**src/rtl/comp_serie_nbit.sv**
```systemverilog
// Bit-serial unsigned magnitude comparator: operands arrive MSB-first, one bit pair per beat.
// The first differing bit pair decides the result; later pairs are only counted.
module comp_serie_nbit #(
  parameter int unsigned N  = 8,
  parameter int unsigned CW = 4
) (
  input  logic          clk,
  input  logic          reset,
  input  logic          start,
  input  logic          bit_valid,
  input  logic          a_bit,
  input  logic          b_bit,
  output logic          busy,
  output logic          done,
  output logic          eq,
  output logic          gt,
  output logic          lt,
  output logic [CW-1:0] bit_cnt
);

  if (N < 2) begin : g_bad_n
    $error("comp_serie_nbit: N must be at least 2");
  end
  if ((64'd1 << CW) <= 64'(N)) begin : g_bad_cw
    $error("comp_serie_nbit: CW too narrow to count N bit pairs");
  end

  localparam logic [CW-1:0] LastIdx = CW'(N - 1);

  typedef enum logic [1:0] {
    StIdle,
    StShift,
    StDone
  } state_e;

  state_e        state_q, state_d;
  logic [CW-1:0] cnt_q, cnt_d;
  logic          decided_q, decided_d;
  logic          gt_acc_q, gt_acc_d;
  logic          lt_acc_q, lt_acc_d;
  logic          eq_q, eq_d;
  logic          gt_q, gt_d;
  logic          lt_q, lt_d;

  always_comb begin
    state_d   = state_q;
    cnt_d     = cnt_q;
    decided_d = decided_q;
    gt_acc_d  = gt_acc_q;
    lt_acc_d  = lt_acc_q;
    eq_d      = eq_q;
    gt_d      = gt_q;
    lt_d      = lt_q;

    case (state_q)
      StIdle: begin
        if (start) begin
          state_d   = StShift;
          cnt_d     = '0;
          decided_d = 1'b0;
          gt_acc_d  = 1'b0;
          lt_acc_d  = 1'b0;
          // Hide the previous result while the new word is being shifted in.
          eq_d      = 1'b0;
          gt_d      = 1'b0;
          lt_d      = 1'b0;
        end
      end

      StShift: begin
        if (bit_valid) begin
          cnt_d = cnt_q + CW'(1);
          if (!decided_q && (a_bit != b_bit)) begin
            decided_d = 1'b1;
            gt_acc_d  = a_bit;
            lt_acc_d  = b_bit;
          end
          // Publish on the last pair so the flags are already valid in the done cycle.
          if (cnt_q == LastIdx) begin
            state_d = StDone;
            eq_d    = ~decided_d;
            gt_d    = gt_acc_d;
            lt_d    = lt_acc_d;
          end
        end
      end

      StDone: begin
        state_d = StIdle;
      end

      default: begin
        state_d = StIdle;
      end
    endcase
  end

  always_ff @(posedge clk or posedge reset) begin
    if (reset) begin
      state_q   <= StIdle;
      cnt_q     <= '0;
      decided_q <= 1'b0;
      gt_acc_q  <= 1'b0;
      lt_acc_q  <= 1'b0;
      eq_q      <= 1'b0;
      gt_q      <= 1'b0;
      lt_q      <= 1'b0;
    end else begin
      state_q   <= state_d;
      cnt_q     <= cnt_d;
      decided_q <= decided_d;
      gt_acc_q  <= gt_acc_d;
      lt_acc_q  <= lt_acc_d;
      eq_q      <= eq_d;
      gt_q      <= gt_d;
      lt_q      <= lt_d;
    end
  end

  assign busy    = (state_q == StShift);
  assign done    = (state_q == StDone);
  assign eq      = eq_q;
  assign gt      = gt_q;
  assign lt      = lt_q;
  assign bit_cnt = cnt_q;

endmodule

```
**config.mk**
```make
export PLATFORM = sky130hd
export DESIGN_NAME = comp_serie_nbit
export DESIGN_NICKNAME = d
export VERILOG_FILES = /design/src/rtl/comp_serie_nbit.sv
export SDC_FILE = /design/constraint.sdc
export NUM_CORES = 1
export LEC_CHECK = 0
export CORE_AREA = 2 2 39 41
export CTS_CLUSTER_DIAMETER = 50
export DETAILED_ROUTE_END_ITERATION = 8
export DIE_AREA = 0 0 41 43
export DONT_BUFFER_PORTS = 1
export SYNTH_ARGS = -nofsm -noshare
export SYNTH_HDL_FRONTEND = slang
export SYNTH_SLANG_ARGS = --single-unit
```
**constraint.sdc**
```tcl
create_clock -name clk -period 1.8 [get_ports clk]
set_clock_uncertainty 0.2 [all_clocks]
set_input_delay 0.18 -clock clk [delete_from_list [all_inputs] [get_ports clk]]
set_output_delay 0.18 -clock clk [all_outputs]
set_load 0.02 [all_outputs]
```
Word-level counts from Yosys, hierarchy flattened:

Cells that the tools add are included.

* add/subtract/negate cells: 1
* $mul: 0
* div/mod/pow operators: 0
* order comparisons: 0
* equality and inequality tests: 7
* shifts and indexed selects: 0
* mux-type cells: 28
* bitwise logic cells: 1
* reductions and logical operators: 7

Operator list (number)
* $mux 1: 15
* $pmux 1 s2: 6
* $mux 4: 2
* $pmux 4 s2: 1
* $mux 2: 3
* $reduce_and 3->1: 2
* $add 4x1->4 const B: 1
* $eq 4x3->1 const B: 1
* $ne 2x2->1 const B: 2
* $pmux 2 s2: 1
* $reduce_and 4->1: 1
* $eq 2x1->1 const B: 1
* $eq 2x2->1 const B: 1
* $logic_not 2->1: 1
* $ne 2x1->1 const B: 1
* $reduce_bool 2->1: 1
* $logic_and 1x1->1: 1
* $logic_not 1->1: 1
* $ne 1x1->1: 1
* $not 1->1: 1

* flip-flop bits (word level): 12
* latch bits: 0
* bits in writable memories: 0
* ROM bits: 0
* input bits: 6
* output and inout port bits: 9
* word-level logic and storage cells: 52
* memories kept: 0

Depth between registers and ports, before layout:

* depth in word-level cells: 9
* mapped depth: 4
* gate-level depth less buffers: 4

Worst setup path before layout:

Ideal clock, no wire load.

* path type: register to register
* start: register cnt_q[0], in the netlist bit_cnt[0]
* end: register eq_q, in the netlist eq
* setup time: 132 ps
* data arrival time: 1243 ps
* required time: 1468 ps
* slack: 225 ps
* stages on the path, launching flop included: 5
* buffers on the path: 0
* clock period less this slack: 1575 ps
* cells stage by stage: dfrtp_1 > ha_1 > and3b_1 > o21ai_0 > o211ai_2

* cells in the longest elaborated chain, start to end: 3

Ends and longest elaborated chain
* start: declaration: line 37 `logic [CW-1:0] cnt_q, cnt_d;`
* start signal: assignment: line 110 `cnt_q <= cnt_d;`
* $eq 4x3->1: line 79 `if (cnt_q == LastIdx) begin`
* $ne 2x1->1 (no source line)
* $reduce_and 4->1 (no source line)
* end signal: assignment: line 114 `eq_q <= eq_d;`
* end: declaration: line 41 `logic eq_q, eq_d;`

Every way passes these cells.
A chain may end at the register's enable or synchronous reset.

Worst setup path after layout:

* start: register state_q[1]
* end: register cnt_q[3], in the netlist bit_cnt[3]

* cells in the longest elaborated chain, start to end: 3
* elaborated cells on any way between the ends: 7
* those cells by class: eq/ne (3); mux (1); reduce/logical (3)

Ends and longest elaborated chain
* start: declaration: line 36 `state_e state_q, state_d;`
* start signal: assignment: line 100 `state_q <= StIdle;`
* start signal: assignment: line 109 `state_q <= state_d;`
* $eq 2x1->1 or $logic_not 2->1 (tied branches): line 55 `case (state_q)`
* $ne 2x2->1 (no source line) or $reduce_bool 2->1 (tied branches)
* $reduce_and 3->1 (no source line)

Parallel ways exist; a longest one is shown, timed or not.

==> impl_results.md <==
- Status: complete, no violations
- HPWL after DPL: 950.4 µm
- CP Launch Point: state_q[1]
- Tcrit/Tclk final: 91.11%
- GR Util All Layers: 18.02%
- Slew headroom: just under 70%
- WP data required: 1800 ps
- WS Path Type: flip-flop to flip-flop
- Slew Viols, Final: 0
- Slew @ Worst Pin: 461.6 ps
- Ys Warns: 0
- Post-synthesis async set-or-reset flop share: 100.0%
- Max incr delay on CP: 440 ps
- Core area: 1384 µm²
- Setup Slack @ Placement: 186.5 ps
- Vias per cell: 5.826
- Most instantiated cells after synthesis: dfrtp_1, o21ai_0, inv_1
- Syn Inst Count: 60
- Synth-to-layout area growth: 18.53%
- Largest net degree at the start of global routing: 13
- DIE AREA: 1763 µm²
- ANT cells: 0
- Worst R2R Path Depth: 3
- Top cell type's share of synthesized area: 48.88%
- Routability cong.: 0.7806
- CTS buffer count: 3
- Largest delay contributor family on the critical path: simple AND/OR/NAND/NOR gates
- Pre-antenna DRT Iters: 4
- Final setup viols: 0
- CTS tree: done
- CP cell instances: nand3b_1 -> or3_1 -> a21oi_1
- Final Total Pwr: 1.154 mW
- Area of the multi-input gates: a little under 300 µm²
- Peak VDD IR: 0.0008542 V
- Crit path capture: bit_cnt[3]
- Unrepaired setup endpoints after global routing: no
- Tmin final: approximately 1600 ps
- Die height: approximately 43 µm
- Reg2reg start: state_q[1]
- Number of synthesized flops with an enable pin: 0
- Largest cells by area after synthesis: dfrtp_1, o21ai_0, o2bb2ai_1
- R2r setup slk: 160 ps
- Root buf cell: clkbuf_4
- Vias: 501
- Mapped Area: around 610 µm²
- Drt initial violations: 9
- Sequential share of the synthesized area: 48.88%
- Routed Wire Length: between 1000 and 1500 µm
- DR WL/cell: 14.70 µm
- Initial antenna violation count: 0
- Synthesis-stage register bit count: 12
- Die Wd: between 40 and 50 µm
- Ys flop type: dfrtp_1
- Depth of the CTS H-tree: 1
- Clock transition at path regs: 80 ps
- CP Launch Type: flip-flop
- Clk sinks: 12
- I/O Pins: 15
- Cts repair resizes: 0
- Area leader, netlist: dfrtp_1
- Initial cell density of the core: 44.39%
- CTS max path bufs: 2
- Input/output buffers: 0
- Post-route ant nets: 0
- P per Cell Area: 1584 nW/µm²
- Layout cells sized above 1: roughly 14%
- Fmax: 609.8 MHz
- Top-count cell post-synth: dfrtp_1
- FP Rows: 14
- Drt drc: 0
- Fillcell total: 124
- Crit path capture type: flip-flop
- Worst flop-to-flop path endpoint: bit_cnt[3]
- Vias in the first global route: 500
- Synth cell types: 28
- Leakage power: 0.3172 nW
- Buf/Inv on CP: 0
- Max_cap viols: 0
- Setup WS post-layout: 160.1 ps
- Worst endpoint data arrival time: 1640 ps
- Total gr overflow: 0
- First-pass GRT wire length: 2152 µm
- Nets@finish: 78
- Hold/Removal Path Class: input port to flip-flop
- Slowest-stage cell, CP: dfrtp_1
- Final hold vios: 0
- Syn_area_per_cell: 10.24 µm²
- Register area: 300.3 µm²
- Syn nets: 67
- CP Max Fanout: 11
- Crit path depth: 3
- Skew-Pair Late Insertion Delay: 270 ps
- Setup_tns: 0 ps
## power by group
group / total, mW / internal [mW] / switching [mW]
logic: 0.407 / 0.183 / 0.224
registers: 0.535 / 0.376 / 0.159
clock network: 0.212 / 0.123 / 0.0897
## cells in the final DEF, fill, tap and decap left out, drive strengths merged, types with 2 or more instances in the layout
| cell | instances |
|---|---|
| o2bb2ai | 3 |
| buf | 3 |
| nand3b | 2 |
| and3b | 2 |
| o21ai | 6 |
| or3 | 2 |
| a21o | 2 |
| nand3 | 3 |
| a21oi | 3 |
| inv | 5 |
| dfrtp | 12 |
| nor2 | 4 |
| dlygate4sd3 | 4 |
| clkbuf | 4 |
## registers in the layout, summed over array words and instances, names as in the netlist
signal and count:
bit_cnt 4, gt 1, lt 1, gt_acc_q 1, lt_acc_q 1, state_q 2
decided_q 1, eq 1
## worst register-to-register path, cell delays in order (launching register included)
cell and delay, ps:
dfrtp_1 440, nand3b_1 360, or3_1 430, a21oi_1 140
## cell type report
type | instances | area share (%)
Multi-Input combinational cell | 42 | 39.86
Inverter | 5 | 2.577
Clock buffer | 4 | 4.983
Sequential cell | 12 | 41.24
Timing Repair Buffer | 7 | 8.591
Tap cell | 16 | 2.749
## how the worst min path moves through the flow
stage | depth (start not counted) | end | startpoint
after floorplan | 1 | bit_cnt[0] | reset
after global placement | 1 | bit_cnt[1] | reset
after detailed placement | 1 | bit_cnt[1] | reset
after CTS | 3 | gt_acc_q | b_bit
after global routing | 3 | gt_acc_q | b_bit
final | 3 | gt_acc_q | b_bit
## layer usage
metal | part of all wire, % | GRT usage, %
met4 | 1.1 | 6.000
met1 | 43 | 23.91
met3 | 6.1 | 4.712
met5 | 0 | 0
met2 | 50 | 27.50
## repair_timing
item	in CTS	in global routing
buffers inserted	0	0
hold buffers	4	0
hold endpoints to repair	17	0
## through the flow
step	hold WS [ps]	util, %	instance area [µm²]	cells
floorplan	-155.3	-	614.3	60
global placement	-93.50	47.11	651.9	78
detailed placement	-95.26	47.11	651.9	78
CTS	16.48	52.62	728.2	86
global route	74.94	52.62	728.2	86
finish	26.28	52.62	728.2	86
## cell families (layout without fill, tap and decap cells)
logic type | Yosys count | in the layout | share of synthesized area [%]
simple gates | 20 | 20 | 20.77
fa+ha+maj | 1 | 1 | 2.036
buf+inv | 6 | 16 | 3.869
flops | 12 | 12 | 48.88
compound gates | 20 | 20 | 23.01
xor+xnor | 1 | 1 | 1.426
Note: power is estimated with default switching activity, not from simulation.
